[src/rtl/divider_pkg.sv]
// Shared arithmetic definitions for the iterative divider: default width,
// FSM state encoding and the divide-by-zero quotient fill value.
package divider_pkg;

    localparam int DIV_WIDTH = 32;

    typedef enum logic [2:0] {
        S_IDLE,
        S_PREP,
        S_ITER,
        S_FIX,
        S_DONE
    } div_state_t;

    // Replicated across the full width: divide-by-zero quotient is all ones.
    localparam logic DZ_FILL = 1'b1;

endpackage

[src/rtl/div_step.sv]
// One combinational non-restoring division step: shift in the next dividend
// bit, then subtract or add the divisor depending on the current sign.
module div_step #(
    parameter int WIDTH = 32
) (
    input  logic [WIDTH:0]   prem,
    input  logic             dvd_msb,
    input  logic [WIDTH-1:0] dvs,
    output logic [WIDTH:0]   prem_next,
    output logic             q_bit
);

    logic [WIDTH:0] shifted;

    always_comb begin
        shifted = {prem[WIDTH-1:0], dvd_msb};
        if (prem[WIDTH] == 1'b0)
            prem_next = shifted - {1'b0, dvs};
        else
            prem_next = shifted + {1'b0, dvs};
        q_bit = ~prem_next[WIDTH];
    end

endmodule

[src/rtl/divider.sv]
// Iterative non-restoring integer divider, one quotient bit per cycle.
// Define DIV_SIGNED_EN for two's-complement signed division (truncating).
module divider
    import divider_pkg::*;
#(
    parameter int WIDTH = DIV_WIDTH
) (
    input  logic             clk,
    input  logic             rst_n,
    input  logic             en,
    input  logic [WIDTH-1:0] op1,
    input  logic [WIDTH-1:0] op2,
    output logic [WIDTH-1:0] quot,
    output logic [WIDTH-1:0] rem,
    output logic             val,
    output logic             busy,
    output logic             div_by_zero,
    output logic             overflow
);

    localparam int CW = $clog2(WIDTH);

    div_state_t       state;
    logic [WIDTH-1:0] dvd, dvs;
    logic [WIDTH-1:0] acc, dvr;
    logic [WIDTH:0]   prem, prem_nxt;
    logic             q_bit;
    logic [CW-1:0]    cnt;

    logic [WIDTH-1:0] mag_dvd, mag_dvs;
    logic [WIDTH-1:0] q_fin, r_fin;
    logic             is_ovf;

`ifdef DIV_SIGNED_EN
    localparam logic [WIDTH-1:0] INT_MIN = {1'b1, {(WIDTH-1){1'b0}}};
    logic neg_q, neg_r, ovf_q;
    assign overflow = ovf_q;
`else
    assign overflow = 1'b0;
`endif

    div_step #(.WIDTH(WIDTH)) u_step (
        .prem      (prem),
        .dvd_msb   (acc[WIDTH-1]),
        .dvs       (dvr),
        .prem_next (prem_nxt),
        .q_bit     (q_bit)
    );

    always_comb begin
        mag_dvd = dvd;
        mag_dvs = dvs;
        is_ovf  = 1'b0;
        q_fin   = acc;
        // Final restore only needs the low bits; the corrected remainder is < divisor.
        r_fin   = prem[WIDTH] ? (prem[WIDTH-1:0] + dvr) : prem[WIDTH-1:0];
`ifdef DIV_SIGNED_EN
        if (dvd[WIDTH-1]) mag_dvd = -dvd;
        if (dvs[WIDTH-1]) mag_dvs = -dvs;
        is_ovf = (dvd == INT_MIN) && (dvs == {WIDTH{1'b1}});
        if (neg_q) q_fin = -acc;
        if (neg_r) r_fin = -r_fin;
`endif
    end

    always_ff @(posedge clk or negedge rst_n) begin
        if (!rst_n) begin
            state       <= S_IDLE;
            dvd         <= '0;
            dvs         <= '0;
            acc         <= '0;
            dvr         <= '0;
            prem        <= '0;
            cnt         <= '0;
            quot        <= '0;
            rem         <= '0;
            val         <= 1'b0;
            busy        <= 1'b0;
            div_by_zero <= 1'b0;
`ifdef DIV_SIGNED_EN
            neg_q       <= 1'b0;
            neg_r       <= 1'b0;
            ovf_q       <= 1'b0;
`endif
        end else begin
            val <= 1'b0;
            case (state)
                S_IDLE, S_DONE: begin
                    if (en) begin
                        dvd         <= op1;
                        dvs         <= op2;
                        div_by_zero <= 1'b0;
`ifdef DIV_SIGNED_EN
                        ovf_q       <= 1'b0;
`endif
                        busy        <= 1'b1;
                        state       <= S_PREP;
                    end else begin
                        state <= S_IDLE;
                    end
                end
                S_PREP: begin
                    if (dvs == '0) begin
                        quot        <= {WIDTH{DZ_FILL}};
                        rem         <= dvd;
                        div_by_zero <= 1'b1;
                        busy        <= 1'b0;
                        val         <= 1'b1;
                        state       <= S_DONE;
                    end else if (is_ovf) begin
                        // dvd is INT_MIN here, which is also the saturated quotient.
                        quot  <= dvd;
                        rem   <= '0;
`ifdef DIV_SIGNED_EN
                        ovf_q <= 1'b1;
`endif
                        busy  <= 1'b0;
                        val   <= 1'b1;
                        state <= S_DONE;
                    end else begin
                        acc   <= mag_dvd;
                        dvr   <= mag_dvs;
                        prem  <= '0;
                        cnt   <= CW'(WIDTH - 1);
`ifdef DIV_SIGNED_EN
                        neg_q <= dvd[WIDTH-1] ^ dvs[WIDTH-1];
                        neg_r <= dvd[WIDTH-1];
`endif
                        state <= S_ITER;
                    end
                end
                S_ITER: begin
                    prem <= prem_nxt;
                    acc  <= {acc[WIDTH-2:0], q_bit};
                    cnt  <= cnt - 1'b1;
                    if (cnt == '0) state <= S_FIX;
                end
                S_FIX: begin
                    quot  <= q_fin;
                    rem   <= r_fin;
                    busy  <= 1'b0;
                    val   <= 1'b1;
                    state <= S_DONE;
                end
                default: state <= S_IDLE;
            endcase
        end
    end

endmodule
[config.mk]
export PLATFORM = sky130hd
export DESIGN_NAME = divider
export DESIGN_NICKNAME = d
export VERILOG_FILES = /design/src/rtl/divider_pkg.sv /design/src/rtl/div_step.sv /design/src/rtl/divider.sv
export SDC_FILE = /design/constraint.sdc
export NUM_CORES = 1
export LEC_CHECK = 0
export BUFFER_PORTS_ARGS = -buffer_cell sky130_fd_sc_hd__buf_2
export CORE_MARGIN = 2
export CORE_UTILIZATION = 35
export DETAILED_ROUTE_END_ITERATION = 10
export PLACE_DENSITY = 0.55
export SLEW_MARGIN = 20
export SYNTH_ARGS = -nofsm -noshare
export SYNTH_HDL_FRONTEND = slang
export SYNTH_SLANG_ARGS = --single-unit
[constraint.sdc]
create_clock -name clk -period 9.82 [get_ports clk]
set_input_delay 0.491 -clock clk [delete_from_list [all_inputs] [get_ports clk]]
set_output_delay 0.491 -clock clk [all_outputs]
set_load 0.05 [all_outputs]
==> Word level (Yosys, flattened, before mapping) <==
Index checks and enable logic that the tools add are counted.
{ "op_classes": {"addsub": 4, "n_mul": 0, "div_mod_pow": 0, "n_lt_le_gt_ge": 0, "n_eq_ne": 8, "n_shift": 0, "muxes": 24, "bitwise": 2, "reduce_logical": 14} }
{ "ops": {"columns": ["op", "count"], "rows": [
  ["case mux 32 bit (2 select lines)", 3],
  ["two-way mux 32 bit", 4],
  ["two-way mux 33 bit", 2],
  ["case mux 33 bit (2 select lines)", 1],
  ["adder 33 x 32 -> 33 bit", 1],
  ["subtractor 33 x 32 -> 33 bit", 1],
  ["adder 32 bit", 1],
  ["logical NOT 32 bit", 1],
  ["case mux 3 bit (4 select lines)", 1],
  ["case mux 5 bit (2 select lines)", 1],
  ["!= test 2 bit, second input constant", 4],
  ["AND reduction 2 bit", 4],
  ["== test 3 x 2 -> 1 bit, second input constant", 2],
  ["two-way mux 1 bit", 6],
  ["two-way mux 3 bit", 2],
  ["AND reduction 3 bit", 2],
  ["nonzero test 2 bit", 3],
  ["logical NOT 5 bit", 1],
  ["two-way mux 5 bit", 1],
  ["subtractor 5 x 1 -> 5 bit, second input constant", 1],
  ["case mux 1 bit (2 select lines)", 2],
  ["== test 3 x 1 -> 1 bit, second input constant", 1],
  ["== test 3 bit, second input constant", 1],
  ["logical NOT 3 bit", 1],
  ["other kinds (4)", 5]
]} }
{ "totals": {"reg_bits": 236, "latch_bits": 0, "ram_bits": 0, "romBits": 0, "in_bits": 67, "memories": 0} }

==> Logic depth before layout (Yosys ltp) <==
{ "depth": {"word_depth": 4, "mapped_depth": 17, "mapped_depth_nobuf": 17} }

==> Cells and area by module <==
From an unflattened synthesis, not the netlist that was laid out.
{ "hier_totals": {"hier_cells": 1472, "area_unflattened_um2": 13814.5} }
{ "modules_own_cells": {"columns": ["mod", "instances", "cells_per_inst", "area_per_inst_um2", "seq_area_each_um2"], "rows": [
  ["divider", 1, 1122, 11368.4, 5905.7],
  ["div_step", 1, 350, 2446.1, 0.0]
]} }

==> Least setup slack after synthesis <==
Ideal clock, no wire load.
{ "synth_path": {"path_type": "flip-flop to flip-flop", "from": "register dvr[4]", "to": "register prem[29]", "setup_time_ps": 95, "arrival_ps": 3661, "required_ps": 9725, "slack_ps": 6064, "stages_incl_launch_ff": 15, "synth_period_minus_slack_ps": 3756, "cell_sequence": "dfrtp_1 -> nor4_4 -> nand2b_1 -> nor3b_1 -> and3_1 -> nor3b_1 -> nor2_1 -> xor2_1 -> ha_1 -> nand2_1 -> or4_1 -> a21oi_1 -> o221ai_1 -> and3_1 -> o31ai_1"} }
{ "synth_between": {"elab_chain_cells": 3} }
{ "synth_rtl": {"columns": ["item", "line_no", "text"], "rows": [
  ["start, declared", "divider.sv:25", "logic [WIDTH-1:0] acc, dvr;"],
  ["start signal, assigned", "divider.sv:122", "dvr <= mag_dvs;"],
  ["subtractor 33 x 32 -> 33 bit / adder 33 x 32 -> 33 bit (equally long branches)", "div_step.sv:18, div_step.sv:20", null],
  ["two-way mux 33 bit (*)", "div_step.sv:17", "if (prem[WIDTH] == 1'b0)"],
  ["case mux 33 bit (2 select lines) (*)", "divider.sv:87", "case (state)"],
  ["end signal, assigned", "divider.sv:133", "prem <= prem_nxt;"],
  ["end, declared", "divider.sv:26", "logic [WIDTH:0] prem, prem_nxt;"]
]} }
Mark *: on every way between the ends. The rest lies on a longest branch, timed or not.
A chain may end at the register's enable or synchronous reset.

==> Worst setup path after layout <==
{ "layout_path": {"from": "register dvr[2]", "to": "register prem[29]"} }
The elaborated chain is that of the path after synthesis.

==> flow_results.xml <==
<?xml version="1.0" encoding="UTF-8"?>
<metrics>
  <group name="status">
    <metric name="status" unit="">completed</metric>
  </group>
  <group name="die">
    <metric name="die_area" unit="mm2">0.04094</metric>
    <metric name="design.portCount" unit="">135</metric>
    <metric name="core.rowCount" unit="">72</metric>
    <metric name="initial_utilization" unit="%">35.55</metric>
    <metric name="design.core.area" unit="mm2">0.03874</metric>
    <metric name="floorplan.die.width" unit="um">202.3</metric>
    <metric name="die_h" unit="um">202.3</metric>
  </group>
  <group name="yosys">
    <metric name="synthesis.instances" unit="">1530</metric>
    <metric name="number_of_flops_mapped_to_enable_cells_by_yosys" unit="">0</metric>
    <metric name="summed_instance_area_of_the_synthesized_netlist" unit="mm2">0.01377</metric>
    <metric name="synthesis.area_per_instance" unit="um2">9.000</metric>
    <metric name="synth_cell_types" unit="">73</metric>
    <metric name="ys_seq_elements" unit="">236</metric>
    <metric name="yosys.area.top_type" unit="">sky130_fd_sc_hd__dfrtp_1</metric>
    <metric name="most_used_flip_flop_cell_after_synthesis" unit="">sky130_fd_sc_hd__dfrtp_1</metric>
    <metric name="synth_area_leaders" unit="">sky130_fd_sc_hd__dfrtp_1 (43%), sky130_fd_sc_hd__nand2_1 (6.2%), sky130_fd_sc_hd__ha_1 (6.1%)</metric>
    <metric name="synth_fp_nets" unit="">1666</metric>
    <metric name="synth-warning-count" unit="">0</metric>
    <metric name="synth_top_cell_area_share" unit="%">42.89</metric>
    <metric name="yosysSeqAreaShare" unit="%">42.89</metric>
    <metric name="synth_async_sr_flop_share" unit="%">100.0</metric>
  </group>
  <group name="timing">
    <metric name="slew_viol_final" unit="">0</metric>
    <metric name="clock.fmax" unit="GHz">0.2103</metric>
    <metric name="setup-tns-final" unit="ns">0</metric>
    <metric name="hold_violations" unit="">0</metric>
    <metric name="period_needed" unit="ns">4.755</metric>
    <metric name="timing.max_slew.rel_slack" unit="%">29.13</metric>
    <metric name="setup_viol" unit="">0</metric>
    <metric name="period_share" unit="%">48.42</metric>
    <metric name="rsz0062_at_grt" unit="">false</metric>
    <metric name="worst_pin_slew" unit="ns">1.053</metric>
    <metric name="clock-skew-final" unit="ns">0.01307</metric>
  </group>
  <group name="clocking">
    <metric name="cts.sink_count" unit="">236</metric>
    <metric name="cts_made_buffers" unit="">29</metric>
    <metric name="cts.repair_timing.setup_buffer_count" unit="">0</metric>
    <metric name="clk_pin_slew" unit="ns">0.06</metric>
    <metric name="cts_tree" unit="">built</metric>
    <metric name="cts_root_buffer" unit="">sky130_fd_sc_hd__clkbuf_16</metric>
    <metric name="clk_path_buf_depth" unit="">3</metric>
    <metric name="h-tree-depth" unit="">1</metric>
    <metric name="insertion_delay" unit="ns">0.57</metric>
  </group>
  <group name="worst_setup_path">
    <metric name="timing.critical_path.from" unit="">dvr[2]</metric>
    <metric name="critical_path_required" unit="ns">10.30</metric>
    <metric name="cp_slowest_cell" unit="">sky130_fd_sc_hd__nor3b_1</metric>
    <metric name="cp-end-kind" unit="">flip-flop</metric>
    <metric name="crit_path_start_kind" unit="">flip-flop</metric>
    <metric name="cp.arrival" unit="ns">5.23</metric>
    <metric name="worstReg2RegEnd" unit="">prem[29]</metric>
    <metric name="timing.critical_path.cells" unit="">nor3_1 &gt; nor3b_1 &gt; and3_1 &gt; nor3b_1 &gt; nor2_1 &gt; xor2_1 &gt; ha_1 &gt; nand2_1 &gt; or4_1 &gt; a21oi_1 &gt; o221ai_1 &gt; and3_1 &gt; o31ai_1</metric>
    <metric name="critical_path_class" unit="">reg2reg</metric>
    <metric name="worst_r2r_path_depth" unit="">13</metric>
    <metric name="timing.rr.start" unit="">dvr[2]</metric>
    <metric name="path_max_fanout" unit="">6</metric>
    <metric name="rrSetupSlack" unit="ns">5.06</metric>
    <metric name="worst_path_largest_cell_delay" unit="ns">0.73</metric>
  </group>
  <group name="worst_hold_path">
    <metric name="hold_start" unit="">op2[11]</metric>
    <metric name="timing.hold.worst_path_depth" unit="">2</metric>
    <metric name="worstHoldPathType" unit="">in2reg</metric>
    <metric name="whs_endpoint" unit="">dvs[11]</metric>
  </group>
  <group name="final_layout">
    <metric name="multi_input_comb_area" unit="mm2">0.007451</metric>
    <metric name="layout-drive-gt1-share" unit="%">16.93</metric>
    <metric name="most_common_library_cell_in_the_layout_ignoring_fill_and_taps" unit="">sky130_fd_sc_hd__dfrtp_1</metric>
    <metric name="final-seq-area" unit="mm2">0.005907</metric>
    <metric name="most_used_cells_in_the_layout_excluding_fill_and_tap_cells" unit="">sky130_fd_sc_hd__dfrtp_1 (235), sky130_fd_sc_hd__nand2_1 (229), sky130_fd_sc_hd__nor2_1 (172)</metric>
    <metric name="syn_to_final_growth" unit="%">15.74</metric>
    <metric name="final_design_area_no_fill" unit="mm2">0.01594</metric>
    <metric name="num-fill-cells" unit="">4001</metric>
    <metric name="antennaDiodeCount" unit="">0</metric>
    <metric name="final_nets" unit="">1767</metric>
  </group>
  <group name="global_routing">
    <metric name="grt_overflow_total" unit="">0</metric>
    <metric name="grt_antenna_before_repair" unit="">0</metric>
    <metric name="maximum_number_of_pins_on_one_net_before_global_route_repair" unit="">98</metric>
    <metric name="grt_overall_usage" unit="%">20.42</metric>
    <metric name="first_pass_grt_wire_length" unit="um">66580</metric>
    <metric name="vias_in_the_first_global_route" unit="">11550</metric>
  </group>
  <group name="detailed_routing">
    <metric name="wl_met3" unit="um">1791</metric>
    <metric name="antenna_violating_nets_post_route" unit="">0</metric>
    <metric name="routed-wl-met2" unit="um">18700</metric>
    <metric name="drc" unit="">0</metric>
    <metric name="detailedRoute.firstIterationViolations" unit="">575</metric>
    <metric name="viasPerCell" unit="">5.419</metric>
    <metric name="vias" unit="">11770</metric>
    <metric name="drt_pass1_iterations" unit="">5</metric>
    <metric name="totalWireLength" unit="um">41920</metric>
    <metric name="routedWlPerCell" unit="um">19.30</metric>
    <metric name="top_layer_used" unit="">met4</metric>
    <metric name="m1WireLength" unit="um">20640</metric>
  </group>
  <group name="placement">
    <metric name="dp_wirelength" unit="um">30050</metric>
    <metric name="io_buffers" unit="">133</metric>
    <metric name="placed_area" unit="mm2">0.01491</metric>
    <metric name="routabilityCongestion" unit="">0.8954</metric>
  </group>
  <group name="run">
    <metric name="timing.max_cap.violations" unit="">0</metric>
  </group>
</metrics>
==> timing repair <==
action,CTS,global route
hold buffers,1,0
endpoints found under the setup margin,0,0
endpoints found under the hold margin,49,0
resized for setup,0,0
==> logic make-up after synthesis <==
| logic type | after synthesis | share of synthesized area, % |
|---|---|---|
| DFF | 236 | 42.89 |
| other | 1 | 0.02723 |
| AOI/OAI and AO/OA | 381 | 17.72 |
| xor gates and xnor gates | 71 | 4.516 |
| buffers and inverters | 112 | 3.126 |
| adders and majority gates | 69 | 6.379 |
| muxes | 69 | 5.607 |
| and+or+nand+nor | 591 | 19.74 |
==> synthesized netlist by cell type (31+ instances only) <==
cell type / n
sky130_fd_sc_hd__xor2_1: 42
sky130_fd_sc_hd__a21oi_1: 94
sky130_fd_sc_hd__mux2_2: 65
sky130_fd_sc_hd__clkbuf_1: 65
sky130_fd_sc_hd__o21ai_1: 42
sky130_fd_sc_hd__dfrtp_1: 236
sky130_fd_sc_hd__a31oi_1: 42
sky130_fd_sc_hd__o22ai_1: 31
sky130_fd_sc_hd__a21o_1: 31
sky130_fd_sc_hd__nand2_1: 229
sky130_fd_sc_hd__nand3_1: 48
sky130_fd_sc_hd__nor2_1: 174
sky130_fd_sc_hd__ha_1: 67
sky130_fd_sc_hd__inv_1: 33
==> cell type report <==
class                           count  share of cell area (%)
Sequential cell                   236                   37.07
Multi-Input combinational cell   1182                   46.75
Clock buffer                       43                   5.449
Timing Repair Buffer              148                   4.962
Clock inverter                     11                  0.9029
Inverter                           34                  0.8008
Tap cell                          518                   4.067
==> flip-flops by register name, indices dropped and copies added (netlist names) <==
name,flops
prem,33
busy,1
div_by_zero,1
rem,32
dvs,32
cnt,5
val,1
quot,32
acc,32
dvd,32
dvr,32
state,3
==> critical path, delay by kind of cell, from the launching register on <==
kind | cells | cell delay (ns)
and+or+nand+nor | 8 | 2.94
AOI/OAI and AO/OA | 3 | 0.73
adders and majority gates | 1 | 0.38
DFF | 1 | 0.43
xor gates and xnor gates | 1 | 0.16
==> routing by layer <==
metal	GRT usage [%]	up-vias
met5	0	-
li1	-	5699
met2	32.45	285
met4	3.936	0
met3	2.741	47
met1	29.79	5738
==> metrics by stage <==
step | util (%) | worst slack, ns | hold WS, ns | std cells
after floorplan | - | 6.064 | 0.1954 | 1530
after global placement | 38.50 | 5.213 | 0.4759 | 2117
after detailed placement | 38.50 | 5.128 | 0.4771 | 2117
after CTS | 41.14 | 5.085 | 0.1241 | 2172
after global routing | 41.14 | 4.553 | 0.1296 | 2172
final | 41.14 | 5.065 | 0.1481 | 2172
==> worst max-delay path by stage <==
stage / to / slack, ns
after floorplan: prem[29] / 6.06
after global placement: prem[29] / 5.21
after detailed placement: prem[29] / 5.13
after CTS: prem[29] / 5.08
after global routing: prem[29] / 4.55
final: prem[29] / 5.06
Power is not shown: default switching activity piles up to over one toggle a cycle in this logic, so the estimate is an artifact.
